===== src/rtl/uart_rx_fifo.sv =====
// Receive-side byte FIFO between the UART receiver and the CPU interrupt interface.
// irr is high while any byte is pending; each ack pops one byte; drops set a sticky overflow flag.
module uart_rx_fifo #(
  parameter int DEPTH = 16,
  parameter int WIDTH = 8
) (
  input  logic                     clk,
  input  logic                     reset,
  input  logic                     update,
  input  logic [WIDTH-1:0]         data_in,
  input  logic                     ack,
  input  logic                     ovf_clr,
  output logic                     irr,
  output logic [WIDTH-1:0]         data_out,
  output logic [$clog2(DEPTH):0]   count,
  output logic                     full,
  output logic                     overflow
);

  localparam int AW = $clog2(DEPTH);
  localparam logic [AW-1:0] PTR_ONE  = AW'(1'b1);
  localparam logic [AW:0]   CNT_ONE  = (AW+1)'(1'b1);
  localparam logic [AW:0]   CNT_FULL = (AW+1)'(DEPTH);

  logic [WIDTH-1:0] mem_r [DEPTH];
  logic [AW-1:0]    wr_ptr_r;
  logic [AW-1:0]    rd_ptr_r;
  logic [AW:0]      count_r;
  logic             overflow_r;

  logic             empty_s;
  logic             full_s;
  logic             pop_s;
  logic             push_s;
  logic             drop_s;

  // Handshake decode; a full FIFO still accepts a byte when a pop frees a slot.
  always_comb begin
    empty_s = (count_r == {(AW+1){1'b0}});
    full_s  = (count_r == CNT_FULL);
    pop_s   = ack && !empty_s;
    push_s  = update && (!full_s || pop_s);
    drop_s  = update && full_s && !pop_s;
  end

  // Storage array; contents are deliberately left unreset.
  always_ff @(posedge clk) begin
    if (push_s) begin
      mem_r[wr_ptr_r] <= data_in;
    end
  end

  // Pointers and occupancy count.
  always_ff @(posedge clk or negedge reset) begin
    if (!reset) begin
      wr_ptr_r <= {AW{1'b0}};
      rd_ptr_r <= {AW{1'b0}};
      count_r  <= {(AW+1){1'b0}};
    end else begin
      if (push_s) begin
        wr_ptr_r <= wr_ptr_r + PTR_ONE;
      end
      if (pop_s) begin
        rd_ptr_r <= rd_ptr_r + PTR_ONE;
      end
      case ({push_s, pop_s})
        2'b10:   count_r <= count_r + CNT_ONE;
        2'b01:   count_r <= count_r - CNT_ONE;
        default: count_r <= count_r;
      endcase
    end
  end

  // Sticky overflow; a drop in the same cycle as a clear keeps the flag set.
  always_ff @(posedge clk or negedge reset) begin
    if (!reset) begin
      overflow_r <= 1'b0;
    end else if (drop_s) begin
      overflow_r <= 1'b1;
    end else if (ovf_clr) begin
      overflow_r <= 1'b0;
    end else begin
      overflow_r <= overflow_r;
    end
  end

  // Outputs are decoded only from registered state, so irr cannot glitch.
  always_comb begin
    irr      = !empty_s;
    full     = full_s;
    count    = count_r;
    overflow = overflow_r;
    if (empty_s) begin
      data_out = {WIDTH{1'b0}};
    end else begin
      data_out = mem_r[rd_ptr_r];
    end
  end

endmodule


===== config.mk =====
export PLATFORM = sky130hd
export DESIGN_NAME = uart_rx_fifo
export DESIGN_NICKNAME = d
export VERILOG_FILES = /design/src/rtl/uart_rx_fifo.sv
export SDC_FILE = /design/constraint.sdc
export NUM_CORES = 1
export LEC_CHECK = 0
export ABC_AREA = 1
export CORE_MARGIN = 2
export CORE_UTILIZATION = 40
export DETAILED_ROUTE_END_ITERATION = 7
export PLACE_DENSITY_LB_ADDON = 0.1
export SYNTH_ARGS = -nofsm -noshare
export SYNTH_HDL_FRONTEND = slang
export SYNTH_SLANG_ARGS = --single-unit

===== constraint.sdc =====
create_clock -name clk -period 3.1 [get_ports clk]
set_input_delay 0.31 -clock clk [delete_from_list [all_inputs] [get_ports clk]]
set_output_delay 0.31 -clock clk [all_outputs]
set_load 0.02 [all_outputs]

# Word level (Yosys, flattened, before mapping)
# Memory sizes are Yosys's and may differ from the RTL's.
# Index checks and enable logic that the tools add are counted.
# W data, S select, Z words.
dict set report classes {
  mux 6
  n_reduce_logical 11
  add_sub_neg 4
  eq_ne 3
}
# operator count
set op_table {}
lappend op_table {{$pmux W5 S2} 1}
lappend op_table {{$add A4 B1 Y4 const B} 2}
lappend op_table {{$mux W8} 1}
lappend op_table {{$add A5 B1 Y5 const B} 1}
lappend op_table {{$eq A5 B5 Y1 const B} 1}
lappend op_table {{$logic_not A5 Y1} 1}
lappend op_table {{$sub A5 B1 Y5 const B} 1}
lappend op_table {{$logic_and A1 B1 Y1} 4}
lappend op_table {{$mux W1} 4}
lappend op_table {{$reduce_bool A2 Y1} 2}
lappend op_table {{$logic_not A1 Y1} 3}
lappend op_table {{$eq A2 B1 Y1 const B} 1}
lappend op_table {{$eq A2 B2 Y1 const B} 1}
lappend op_table {{$logic_or A1 B1 Y1} 1}
dict set report word_totals {
  memories 1
  ramBits 128
  regBits 14
  inputBits 13
  word_cells 29
}
# memory depth word_bits read_ports rd_ports_with_merged_regs write_ports line
set mem_list {}
lappend mem_list {mem_r 16 8 1 0 1 25} ;# logic [WIDTH-1:0] mem_r [DEPTH];

# Longest topological paths before layout
# Gate-level depths: netlist (run 1).
dict set report logic_depth {
  ltp_word 7
  depth_mapped 15
}

# Worst setup path before layout (run 1)
# Ideal clock, no wire load.
dict set report synth_timing {
  path_kind {reg2reg}
  start {register count_r[4], in the netlist count[4]}
  end {memory mem_r[0][0], enable pin}
  setup_slack_ps 1188
  t_required_ps 2730
  t_arrival_ps 1541
  stages_incl_launch_ff 9
  setup_ps 370
  n_path_buf 0
  cell_sequence {dfrtp_1 > inv_1 > nand3_4 > nand2_4 > nand2_2 > nand2_4 > inv_4 > nand2_1 > nor2_1}
}
dict set report synth_via {
  elab_chain_len 7
  elab_cells_between_ends 9
}
# element line
set synth_lines {}
lappend synth_lines {{from (decl)} 28} ;# logic [AW:0] count_r;
lappend synth_lines {{from (signal assigned)} 58} ;# count_r <= {(AW+1){1'b0}};
lappend synth_lines {{from (signal assigned)} 67} ;# 2'b10: count_r <= count_r + CNT_ONE;
lappend synth_lines {{from (signal assigned)} 68} ;# 2'b01: count_r <= count_r - CNT_ONE;
lappend synth_lines {{$logic_not A5 Y1} 39} ;# empty_s = (count_r == {(AW+1){1'b0}});
lappend synth_lines {{$logic_not A1 Y1} n/a}
lappend synth_lines {{named net irr} 13} ;# output logic irr,
lappend synth_lines {{$logic_and A1 B1 Y1} 41} ;# pop_s = ack && !empty_s;
lappend synth_lines {{$logic_or A1 B1 Y1} 42} ;# push_s = update && (!full_s || pop_s);
lappend synth_lines {{$logic_and A1 B1 Y1} 42}
lappend synth_lines {{$mux W1} 48} ;# if (push_s) begin
lappend synth_lines {{$mux W1 (not written as such)} 49} ;# mem_r[wr_ptr_r] <= data_in;
lappend synth_lines {{to (decl)} 25}
# The timed path passes the listed nets, and every way through them passes these cells.

# Worst setup path after layout (run 1)
dict set report layout_timing {
  start {register rd_ptr_r[1]}
  end {output data_out[2]}
}
dict set report layout_via {
  elab_chain_len 2
}
# element line
set layout_lines {}
lappend layout_lines {{from (decl)} 27} ;# logic [AW-1:0] rd_ptr_r;
lappend layout_lines {{from (signal assigned)} 57} ;# rd_ptr_r <= {AW{1'b0}};
lappend layout_lines {{from (signal assigned)} 64} ;# rd_ptr_r <= rd_ptr_r + PTR_ONE;
lappend layout_lines {{$mem_v2 Z16 W8} n/a}
lappend layout_lines {{$mux W8} 93} ;# if (empty_s) begin
lappend layout_lines {{to (decl)} 14} ;# output logic [WIDTH-1:0] data_out,
# Every way passes these cells.

==> reports/results.md, run 1 <==
• Warnings, synthesis: 0
• CTS tree: done
• outcome: finished clean
• count of final setup violators: 0
• Startpoint Class: register
• post-layout net count: 547
• highest ir drop seen on vdd: 0.455 mV
• Mapped Avg Cell Area: 12.6 um2
• antenna violations before repair: 0
• global-route usage over all layers: 20.2%
• mux contribution to synthesized area: 0%
• clock root buffer: clkbuf_16
• CP Data Arrival Time: 2.54 ns
• Rows: 44
• clock sinks: 142
• IO Port Bufs: 28
• # H-tree levels: 4
• via count of the first global-routing pass: 4,000
• post-detailed-route DRC marker count: 0
• routability congestion estimate: 0.774
• number of buffers created by CTS: 17
• ratio of cells with drive above 1 in the final layout: 14.3%
• total global routing overflow: 0
• Highest Clock Rate: 0.350 GHz
• width of the die: 126 um
• post-synthesis net count: 495
• cell family with most CP delay: buffers and inverters
• post-layout worst setup margin: 0.247 ns
• maximum number of pins on one net before global-route repair: 67
• power density over the cells: 998 nW/um2
• antenna viol nets, final: 0
• post-synthesis compound-gate area fraction: 11.3%
• final number of hold-violating endpoints: 0
• wire length of the first global-routing pass: 23.7 mm
• CP peak stage delay: 0.63 ns
• CP cell instances: inv_2 > buf_4 > o21ai_0 > o22ai_1 > nor2_1 > nor2_1 > o21ai_1 > a21oi_1 > clkdlybuf4s50_1
• clk_lat worst skew: 0.41 ns
• post-route minimum period: 2.85 ns
• flops & latches, synth: 142
• Netlist Area Pre-Place: 5970 um2
• diode insertion count for antenna repair: 0
• Critical Path Sink Type: output port
• crit-path most repeated cell: nor2_1
• total negative slack for setup checks: 0 ns
• worst reg2reg path startpoint: count[2]$_DFFE_PN0P_
• share of synthesized cell area in and, or, nand and nor gates: 11.5%
• xor/xnor cell area share of the yosys netlist: 1.17%
• total via count in the routed design: 3,982
• Synth-to-Final Area Change: 19.9%
• Hold Path Class: primary input to async pin
• register area share after synthesis: 70.2%
• depth of the worst register-to-register path: 9
• Worst path depth: 9
• worst-path fanout max: 18
• Post-DP Area: 6570 um2
• required time worst endpoint: 2.79 ns
• final max-slew violation count: 0
• Lkg Pwr: 2.55 nW
• routed via count divided by cell count: 5.50
• DR WL/cell: 20.9 um
• maximum clock insertion buffer count: 2
• Max Cap Violations: 0
• design area: 7160 um2
• Post-DP HPWL: 9.60 mm
• number of library cell types mapped by synthesis: 26
• post-synthesis instance total: 475
• unrepaired setup endpoints after global routing: false
• combinational family with the most area after synthesis: simple AND/OR/NAND/NOR gates
• worst slew margin relative to its limit: 49.4%
• area share of fa/ha/maj cells after synthesis: 1.47%
• initial core utilization: 41.1%
• Placeable Area: 14,500 um2
• transition time of the tightest slew-check pin: 0.756 ns
• DRT iter0 DRCs: 336
• Reg2Reg Setup Slack: 0.94 ns
• ports placed on the boundary: 29
• utilization of the core after routing: 49.3%
• number of optimization iterations in the first detailed-route pass: 5
• number of buffer and inverter instances along the worst setup path: 3
• worst-case setup slack after placement: 0.629 ns
• full die area: 15,900 um2
• Setup Buffers After CTS: 0
• setup skew after layout: 0.00578 ns
• final worst path period share: 92.0%
• clock edge transition at the registers on the reported setup and hold paths: 0.06 ns
• height of the die: 126 um
• kind of critical path: register to output port
• Routed WL: 15.1 mm
• Critical-path top delay cell: clkdlybuf4s50_1
• Worst R2R End: mem_r[7][4]$_DFFE_PP_
==> layout make-up <==
cell class | instances | area, um2
Fill cell | 1329 | 7380
Sequential cell | 142 | 4200
Multi-Input combinational cell | 283 | 1520
Timing Repair Buffer | 57 | 526
Clock buffer | 19 | 433
Tap cell | 184 | 230
Clock inverter | 13 | 148
Inverter | 26 | 105
==> kinds of logic after synthesis <==
logic type	Yosys count
compound gates	114
xor+xnor	8
fa+ha+maj	7
buf+inv	50
flops	142
simple gates	154
==> placed cells by master (no fill, tap or decap), drive strengths merged, types with 19 or more instances in the layout <==
cell and instances:
buf 29, clkbuf 19, clkdlybuf4s50 27, edfxtp 128
inv 25, nand2 36, nand3 23, nor2 91
o21ai 73, o221ai 26
==> worst register-to-register path, stage by stage (launching register included) <==
cell,delay (ns)
dfrtp_1,0.47
nor2_4,0.08
nand3_4,0.11
nand2_4,0.09
nand2_2,0.10
nand2_4,0.06
inv_4,0.10
nand2_2,0.11
nor2_1,0.45
buf_4,0.30
==> state kept, by name, summed over array words and instances, names as in the netlist <==
signal and count:
count 5, mem_r 128, overflow 1, rd_ptr_r 4, wr_ptr_r 4
==> power breakdown <==
part,internal [mW],switching (mW)
registers,2.35,0.151
clock network,1.25,0.749
logic,0.951,1.69
==> per-stage QoR <==
| stage | cells | hold WS (ns) | total power, mW |
|---|---|---|---|
| 4_1_cts | 724 | 0.353 | 7.20 |
| 3_3_place_gp | 692 | 0.490 | 5.16 |
| 2_1_floorplan | 475 | 0.0144 | 4.21 |
| 6_report | 724 | 0.342 | 7.14 |
| 5_1_grt | 724 | 0.378 | 7.58 |
| 3_5_place_dp | 692 | 0.504 | 5.18 |
==> synth_stat cells (all sizes together) <==
library cell | number | area share, %
ha | 7 | 1.5
nand3 | 23 | 2.3
edfxtp | 128 | 64
o22ai | 7 | 0.73
buf | 13 | 1.9
nand2 | 36 | 2.8
a21oi | 8 | 0.67
o221ai | 26 | 3.8
clkbuf | 11 | 0.69
xor2 | 8 | 1.2
nor2 | 91 | 5.9
nand4 | 4 | 0.42
clkinv | 1 | 0.063
o21ai | 73 | 6.1
dfrtp | 14 | 5.9
inv | 25 | 1.7
==> worst max-delay path by stage <==
stage / from / to / slack (ns)
floorplan: count[4]$_DFFE_PN0P_ / mem_r[0][0]$_DFFE_PP_ / 1.19
global placement: rd_ptr_r[0]$_DFFE_PN0N_ / data_out[2] / 0.64
detailed placement: rd_ptr_r[0]$_DFFE_PN0N_ / data_out[4] / 0.63
CTS: rd_ptr_r[0]$_DFFE_PN0N_ / data_out[7] / 0.14
global route: rd_ptr_r[0]$_DFFE_PN0N_ / data_out[4] / 0.09
finish: rd_ptr_r[1]$_DFFE_PN0N_ / data_out[2] / 0.25
==> per-layer routing <==
metal,vias to the layer above,track usage [%],share of wire (%)
li1,1842,-,-
met1,2013,28.4,47
met2,116,31.7,47
met3,11,4.89,5.1
met4,0,5.37,0.77
met5,-,0,0
==> what timing repair did <==
item / CTS / global route
endpoints found under the setup margin: 0 / 1
hold buffers: 0 / 0
gates resized for setup: 0 / 2
Power figures use the tool's default switching activity.
==> run 2: changes to the inputs <==
--- a/config.mk
+++ b/config.mk
@@ -9,6 +9,7 @@
 export CORE_MARGIN = 2
 export CORE_UTILIZATION = 40
 export DETAILED_ROUTE_END_ITERATION = 7
+export DONT_BUFFER_PORTS = 1
 export PLACE_DENSITY_LB_ADDON = 0.1
 export SYNTH_ARGS = -nofsm -noshare
 export SYNTH_HDL_FRONTEND = slang
==> run 2 against run 1 <==
  * Register-to-register slack got worse by 0.31 ns
  * Combinational power decreased by 16%
  * Clock-buffer cell count increased by 11
  * Maximum frequency increased by 5.4%
  * Critical path depth decreased by 5
  * Global-route usage decreased by 1.0 points
  * Clock power decreased by 11%
  * Sequential share of layout area increased by 3.8 points
  * Hold slack got worse by 0.29 ns
  * Critical path type unchanged
  * Largest power group is now registers
==> reports/results.md, run 2 (same netlist as run 1, synthesis figures left out) <==
• worst slew margin relative to its limit: 29.6%, -20 points
• required time worst endpoint: 2.79 ns, about the same
• setup skew after layout: 0.00476 ns, -0.00102 ns
• routability congestion estimate: 0.792, +2.3%
• most frequent cells in the layout: edfxtp_1 (128), nor2_1 (88), o21ai_0 (54)
• GR peak layer: met2
• transition time of the tightest slew-check pin: 1.05 ns, +0.295 ns
• total global routing overflow: 0, unchanged
• Synth-to-Final Area Change: 12.6%
• worst-path fanout max: 17, -1
• Placeable Area: 14,500 um2, unchanged
• Routed WL: 14.3 mm, -5.3%
• power density over the cells: 971 nW/um2, -2.7%
• full die area: 15,900 um2, unchanged
• number of buffers created by CTS: 17, unchanged
• highest ir drop seen on vdd: 0.474 mV, +4.3%
• clock sinks: 142, unchanged
• global-route usage over all layers: 19.1%, -1.0 points
• kind of critical path: register to output port
• Lkg Pwr: 2.31 nW, -9.4%
• post-detailed-route DRC marker count: 0, unchanged
• count of cells resized by post-cts repair: 0, unchanged
• Post-DP HPWL: 9.06 mm, -5.6%
• unrepaired setup endpoints after global routing: false
• Critical Path Sink Type: output port
• post-layout net count: 508, -7.1%
• ratio of cells with drive above 1 in the final layout: 9.58%, -4.7 points
• ports placed on the boundary: 29, unchanged
• met2 global-route usage: 30.5%, -1.2 points
• initial core utilization: 41.1%, unchanged
• DR WL/cell: 20.9 um, about the same
• most common cell after layout, fill and taps aside: edfxtp_1
• width of the die: 126 um, unchanged
• worst hold slack: 0.0519 ns, -0.290 ns
• wire length of the first global-routing pass: 22.6 mm, -4.5%
• via count of the first global-routing pass: 3,991, -0.22%
• antenna viol nets, final: 0, unchanged
• number of optimization iterations in the first detailed-route pass: 4, -1
• routed via count divided by cell count: 5.44, -1.1%
• Startpoint Class: register
• Max Cap Violations: 0, unchanged
• clock edge transition at the registers on the reported setup and hold paths: 0.05 ns, about the same
• Rows: 44, unchanged
• met1 Resource Use GR: 25.4%, -3.0 points
• CTS tree: done
• outcome: finished clean
• Power Total: 6.53 mW, -8.6%
• maximum number of pins on one net before global-route repair: 43, -36%
• met3 layer usage reported by global route: 5.35%, +0.47 points
• count of final setup violators: 0, unchanged
• post-route minimum period: 2.71 ns, -0.146 ns
• height of the die: 126 um, unchanged
• Highest Clock Rate: 0.369 GHz, +5.4%
• final worst path period share: 87.4%, -4.7 points
• register bank with the most flops: mem_r
• clock root buffer: clkbuf_16
• max FFs per register: 128, unchanged
• total negative slack for setup checks: 0 ns, unchanged
• Hold Path Class: primary input to register
• DRT iter0 DRCs: 407, +21%
• final max-slew violation count: 0, unchanged
• total via count in the routed design: 3,733, -6.3%
• maximum clock insertion buffer count: 2, unchanged
• # H-tree levels: 4, unchanged
• CP Data Arrival Time: 2.40 ns, -0.14 ns
• final number of hold-violating endpoints: 0, unchanged
• antenna violations before repair: 1, +1
• IO Port Bufs: 0, -100%
• clk_lat worst skew: 0.42 ns, about the same
## run 2: cell count changes in the layout (fill, tap and decap cells not counted), sizes merged, moves of 3 or more
cell,before,now
clkinv,11,3
buf,29,8
clkbuf,19,30
clkdlybuf4s50,27,0
bufinv,3,0
dlygate4sd3,0,10
## run 2: where the power goes
part / total [mW] / switching (mW) / internal, mW
logic: 2.21 / 1.62 / 0.597
registers: 2.53 / 0.179 / 2.35
clock network: 1.79 / 0.703 / 1.08
total: 6.53 / 2.50 / 4.03
## run 2: final timing paths
path	from	endpoint	slack, ns	cells after the start
worst max-delay path	rd_ptr_r[2]$_DFFE_PN0N_	data_out[3]	0.39	4
worst min register to register	wr_ptr_r[3]$_DFFE_PN0P_	wr_ptr_r[3]$_DFFE_PN0P_	0.60	2
worst min-delay path	update	wr_ptr_r[0]$_DFFE_PN0P_	0.05	2
worst max register to register	count[4]$_DFFE_PN0P_	mem_r[11][7]$_DFFE_PP_	0.63	8
max in group asynchronous	reset	rd_ptr_r[0]$_DFFE_PN0N_	2.22	1
min in group asynchronous	reset	wr_ptr_r[2]$_DFFE_PN0P_	0.39	1
## run 2: worst max-delay path, cell delays in order, from the launching register on
cell and delay [ns]:
dfrtp_1 0.35, clkinv_1 0.63, o221ai_1 0.36, nand3_1 0.17, a21oi_1 0.48
## run 2: through the flow
stage / std cells / util [%] / worst slack (ns) / instance area [um2]
2_1_floorplan: 475 / - / 1.19 / 5970
3_3_place_gp: 643 / 42.0 / 0.637 / 6110
3_5_place_dp: 643 / 42.0 / 0.589 / 6110
4_1_cts: 685 / 46.3 / 0.363 / 6720
5_1_grt: 686 / 46.3 / 0.237 / 6730
6_report: 686 / 46.3 / 0.392 / 6730
## run 2: timing repair
item / 4_1_cts / 5_1_grt
setup endpoints to repair: 0 / 0
hold endpoints to repair: 143 / 0
setup buffers: 0 / 0
hold buffers: 10 / 0
## run 2: area by class of cell
type                            count  area [um2]
Clock inverter                      2        10.0
Multi-Input combinational cell    283        1520
Clock buffer                       30         504
Sequential cell                   142        4200
Inverter                           26         103
Fill cell                        1302        7810
Tap cell                          184         230
Timing Repair Buffer               18         160
Antenna cell                        1        2.50
## run 2: metal layers
layer / part of all wire, % / wire (um)
met1: 45 / 6400
met2: 48 / 6920
met3: 5.5 / 791
met4: 1.6 / 232
met5: 0 / 0
==> run 3: changes to the inputs <==
--- a/config.mk
+++ b/config.mk
@@ -10,7 +10,7 @@
 export CORE_UTILIZATION = 40
 export DETAILED_ROUTE_END_ITERATION = 7
 export DONT_BUFFER_PORTS = 1
-export PLACE_DENSITY_LB_ADDON = 0.1
+export PLACE_DENSITY = 0.59
 export SYNTH_ARGS = -nofsm -noshare
 export SYNTH_HDL_FRONTEND = slang
 export SYNTH_SLANG_ARGS = --single-unit
==> run 3 against run 2 <==
  * Critical endpoint is now data_out[2]
  * Critical path depth grew 3
  * Hold slack worse by 0.00082 ns
  * Global-route usage fell by 1.2 points
  * Register-to-register slack better by 0.03 ns
  * Flip-flop and latch count stayed put
  * Die area did not move
==> reports/results.md, run 3 (same netlist as run 1, synthesis figures left out) <==
• initial core utilization: 41.1%, unchanged
• worst-path fanout max: 65, +48
• internal power of the cells: 4.17 mW, +3.5%
• power density over the cells: 992 nW/um2, +2.1%
• number of optimization iterations in the first detailed-route pass: 5, +1
• routed wl met2: 6.51 mm, -5.9%
• Critical Path Sink Type: output port
• transition time of the tightest slew-check pin: 0.873 ns, -0.179 ns
• diode insertion count for antenna repair: 0, -1
• hold wc startpoint: update
• Layout fillers: 1,292, -0.77%
• global-route usage over all layers: 17.9%, -1.2 points
• CP peak stage delay: 0.52 ns, -0.11 ns
• worst setup path startpoint: rd_ptr_r[0]$_DFFE_PN0N_
• clock edge transition at the registers on the reported setup and hold paths: 0.06 ns, about the same
• sequential cell area: 4200 um2, unchanged
• outcome: finished clean
• final worst path period share: 90.2%, +2.9 points
• most common cell after layout, fill and taps aside: edfxtp_1
• CP Data Arrival Time: 2.49 ns, +0.09 ns
• height of the die: 126 um, unchanged
• register bank with the most flops: mem_r
• highest ir drop seen on vdd: 0.532 mV, +12%
• maximum clock insertion buffer count: 2, unchanged
• Post-DP Area: 6080 um2, -0.49%
• ports placed on the boundary: 29, unchanged
• post-detailed-route DRC marker count: 0, unchanged
• Synth-to-Final Area Change: 13.2%
• Switching Fraction: 37.7%, -0.54 points
• ratio of cells with drive above 1 in the final layout: 9.86%, +0.28 points
• Multi-input gate area: 1520 um2, unchanged
• CP cell instances: inv_4 > o21ai_0 > o22ai_1 > nor2_1 > nor2_1 > o21ai_1 > a21oi_1
• clock network power share: 29.8%, +2.4 points
• wire length of the first global-routing pass: 21.3 mm, -5.9%
• worst slew margin relative to its limit: 41.6%, +12 points
• final max-slew violation count: 0, unchanged
• # H-tree levels: 4, unchanged
• number of buffers created by CTS: 17, unchanged
• worst hold slack: 0.0510 ns, -0.000819 ns
• clk_lat worst skew: 0.42 ns, about the same
• DR WL/cell: 20.1 um, -4.0%
• Lkg Pwr: 2.31 nW, about the same
• design area: 6760 um2, +0.48%
• Placeable Area: 14,500 um2, unchanged
• clock root buffer: clkbuf_16
• kind of critical path: register to output port
• count of cells resized by post-cts repair: 0, unchanged
• total via count in the routed design: 3,756, +0.62%
• post-layout net count: 504, -0.79%
• quantity of hold-fixing buffers added after cts: 10, unchanged
• Hold Path Class: primary input to register
• unrepaired setup endpoints after global routing: false
• setup skew after layout: 0.0101 ns, +0.00530 ns
• via count of the first global-routing pass: 3,779, -5.3%
• worst reg2reg path startpoint: count[4]$_DFFE_PN0P_
• Min-Delay Endpoint: wr_ptr_r[0]$_DFFE_PN0P_
• IO Port Bufs: 0, unchanged
• depth of the worst register-to-register path: 8, unchanged
• highest metal used: met4
• most frequent cells in the layout: edfxtp_1 (128), nor2_1 (88), o21ai_0 (54)
• length of routed met3 wiring: 970 um, +23%
• Worst Hold Depth: 2, unchanged
• sequential power share: 37.7%, -1.0 points
• Routed WL: 13.7 mm, -4.7%
• width of the die: 126 um, unchanged
• routed length on met1: 5.96 mm, -6.8%
• max FFs per register: 128, unchanged
• routed via count divided by cell count: 5.52, +1.4%
• clock sinks: 142, unchanged
• Post-DP HPWL: 8.40 mm, -7.3%
• total global routing overflow: 0, unchanged
• Max Cap Violations: 0, unchanged
• final number of hold-violating endpoints: 0, unchanged
• Power Total: 6.70 mW, +2.6%
• count of final setup violators: 0, unchanged
• Reg2Reg Setup Slack: 0.66 ns, +0.03 ns
• antenna violations before repair: 0, -1
• Rows: 44, unchanged
• routability congestion estimate: 0.851, +7.4%
• fraction of power consumed by combinational cells: 32.4%, -1.5 points
• crit-path most repeated cell: nor2_1
• Highest Clock Rate: 0.357 GHz, -3.2%
• full die area: 15,900 um2, unchanged
• DRT iter0 DRCs: 436, +7.1%
• post-route minimum period: 2.80 ns, +0.0895 ns
• antenna viol nets, final: 0, unchanged
• Worst R2R End: mem_r[6][1]$_DFFE_PP_
• total negative slack for setup checks: 0 ns, unchanged
• Setup Buffers After CTS: 0, unchanged
• required time worst endpoint: 2.79 ns, about the same
• maximum number of pins on one net before global-route repair: 66, +53%
• Startpoint Class: register
• NetSw: 2.53 mW, +1.2%
• CTS tree: done
• Critical-path top delay cell: a21oi_1
run 3: critical path, delay by kind of cell (launching register included):
| family | cells | cell delay, ns |
|---|---|---|
| AOI/OAI and AO/OA | 4 | 1.00 |
| buffers and inverters | 1 | 0.48 |
| DFF | 1 | 0.43 |
| and+or+nand+nor | 2 | 0.15 |
run 3: final cells by class:
cell class              count  share of cell area, %
flip-flops and latches    142                   62.1
multi-input cells         283                   22.5
clock buffers              18                   6.35
well taps                 184                   3.41
clock inverters            14                   2.22
repair buffers             14                   1.93
inverters                  26                   1.52
run 3: stage by stage:
step | cells | worst slack, ns | util, %
global placement | 639 | 0.720 | 41.8
detailed placement | 639 | 0.616 | 41.8
finish | 681 | 0.303 | 46.5
floorplan | 475 | 1.19 | -
CTS | 681 | 0.283 | 46.5
global route | 681 | 0.143 | 46.5
run 3: worst max-delay path by stage:
stage / end / slack, ns / cells after the start
finish: data_out[2] / 0.30 / 7
global route: data_out[2] / 0.14 / 7
CTS: data_out[2] / 0.28 / 7
detailed placement: mem_r[1][7]$_DFFE_PP_ / 0.62 / 8
global placement: mem_r[1][7]$_DFFE_PP_ / 0.72 / 8
floorplan: mem_r[0][0]$_DFFE_PP_ / 1.19 / 8
run 3: layer usage:
layer | track usage (%) | vias to the layer above
met5 | 0 | -
met4 | 5.75 | 0
met3 | 5.86 | 22
met2 | 28.1 | 111
met1 | 23.7 | 1872
li1 | - | 1751
run 3: power by group through the flow:
stage | clock network [mW] | logic (mW) | registers, mW
6_report | 2.00 | 2.17 | 2.53
5_1_grt | 2.11 | 2.42 | 2.56
4_1_cts | 2.03 | 2.17 | 2.53
3_5_place_dp | 0 | 2.12 | 2.57
3_3_place_gp | 0 | 2.10 | 2.56
2_1_floorplan | 0 | 1.68 | 2.53
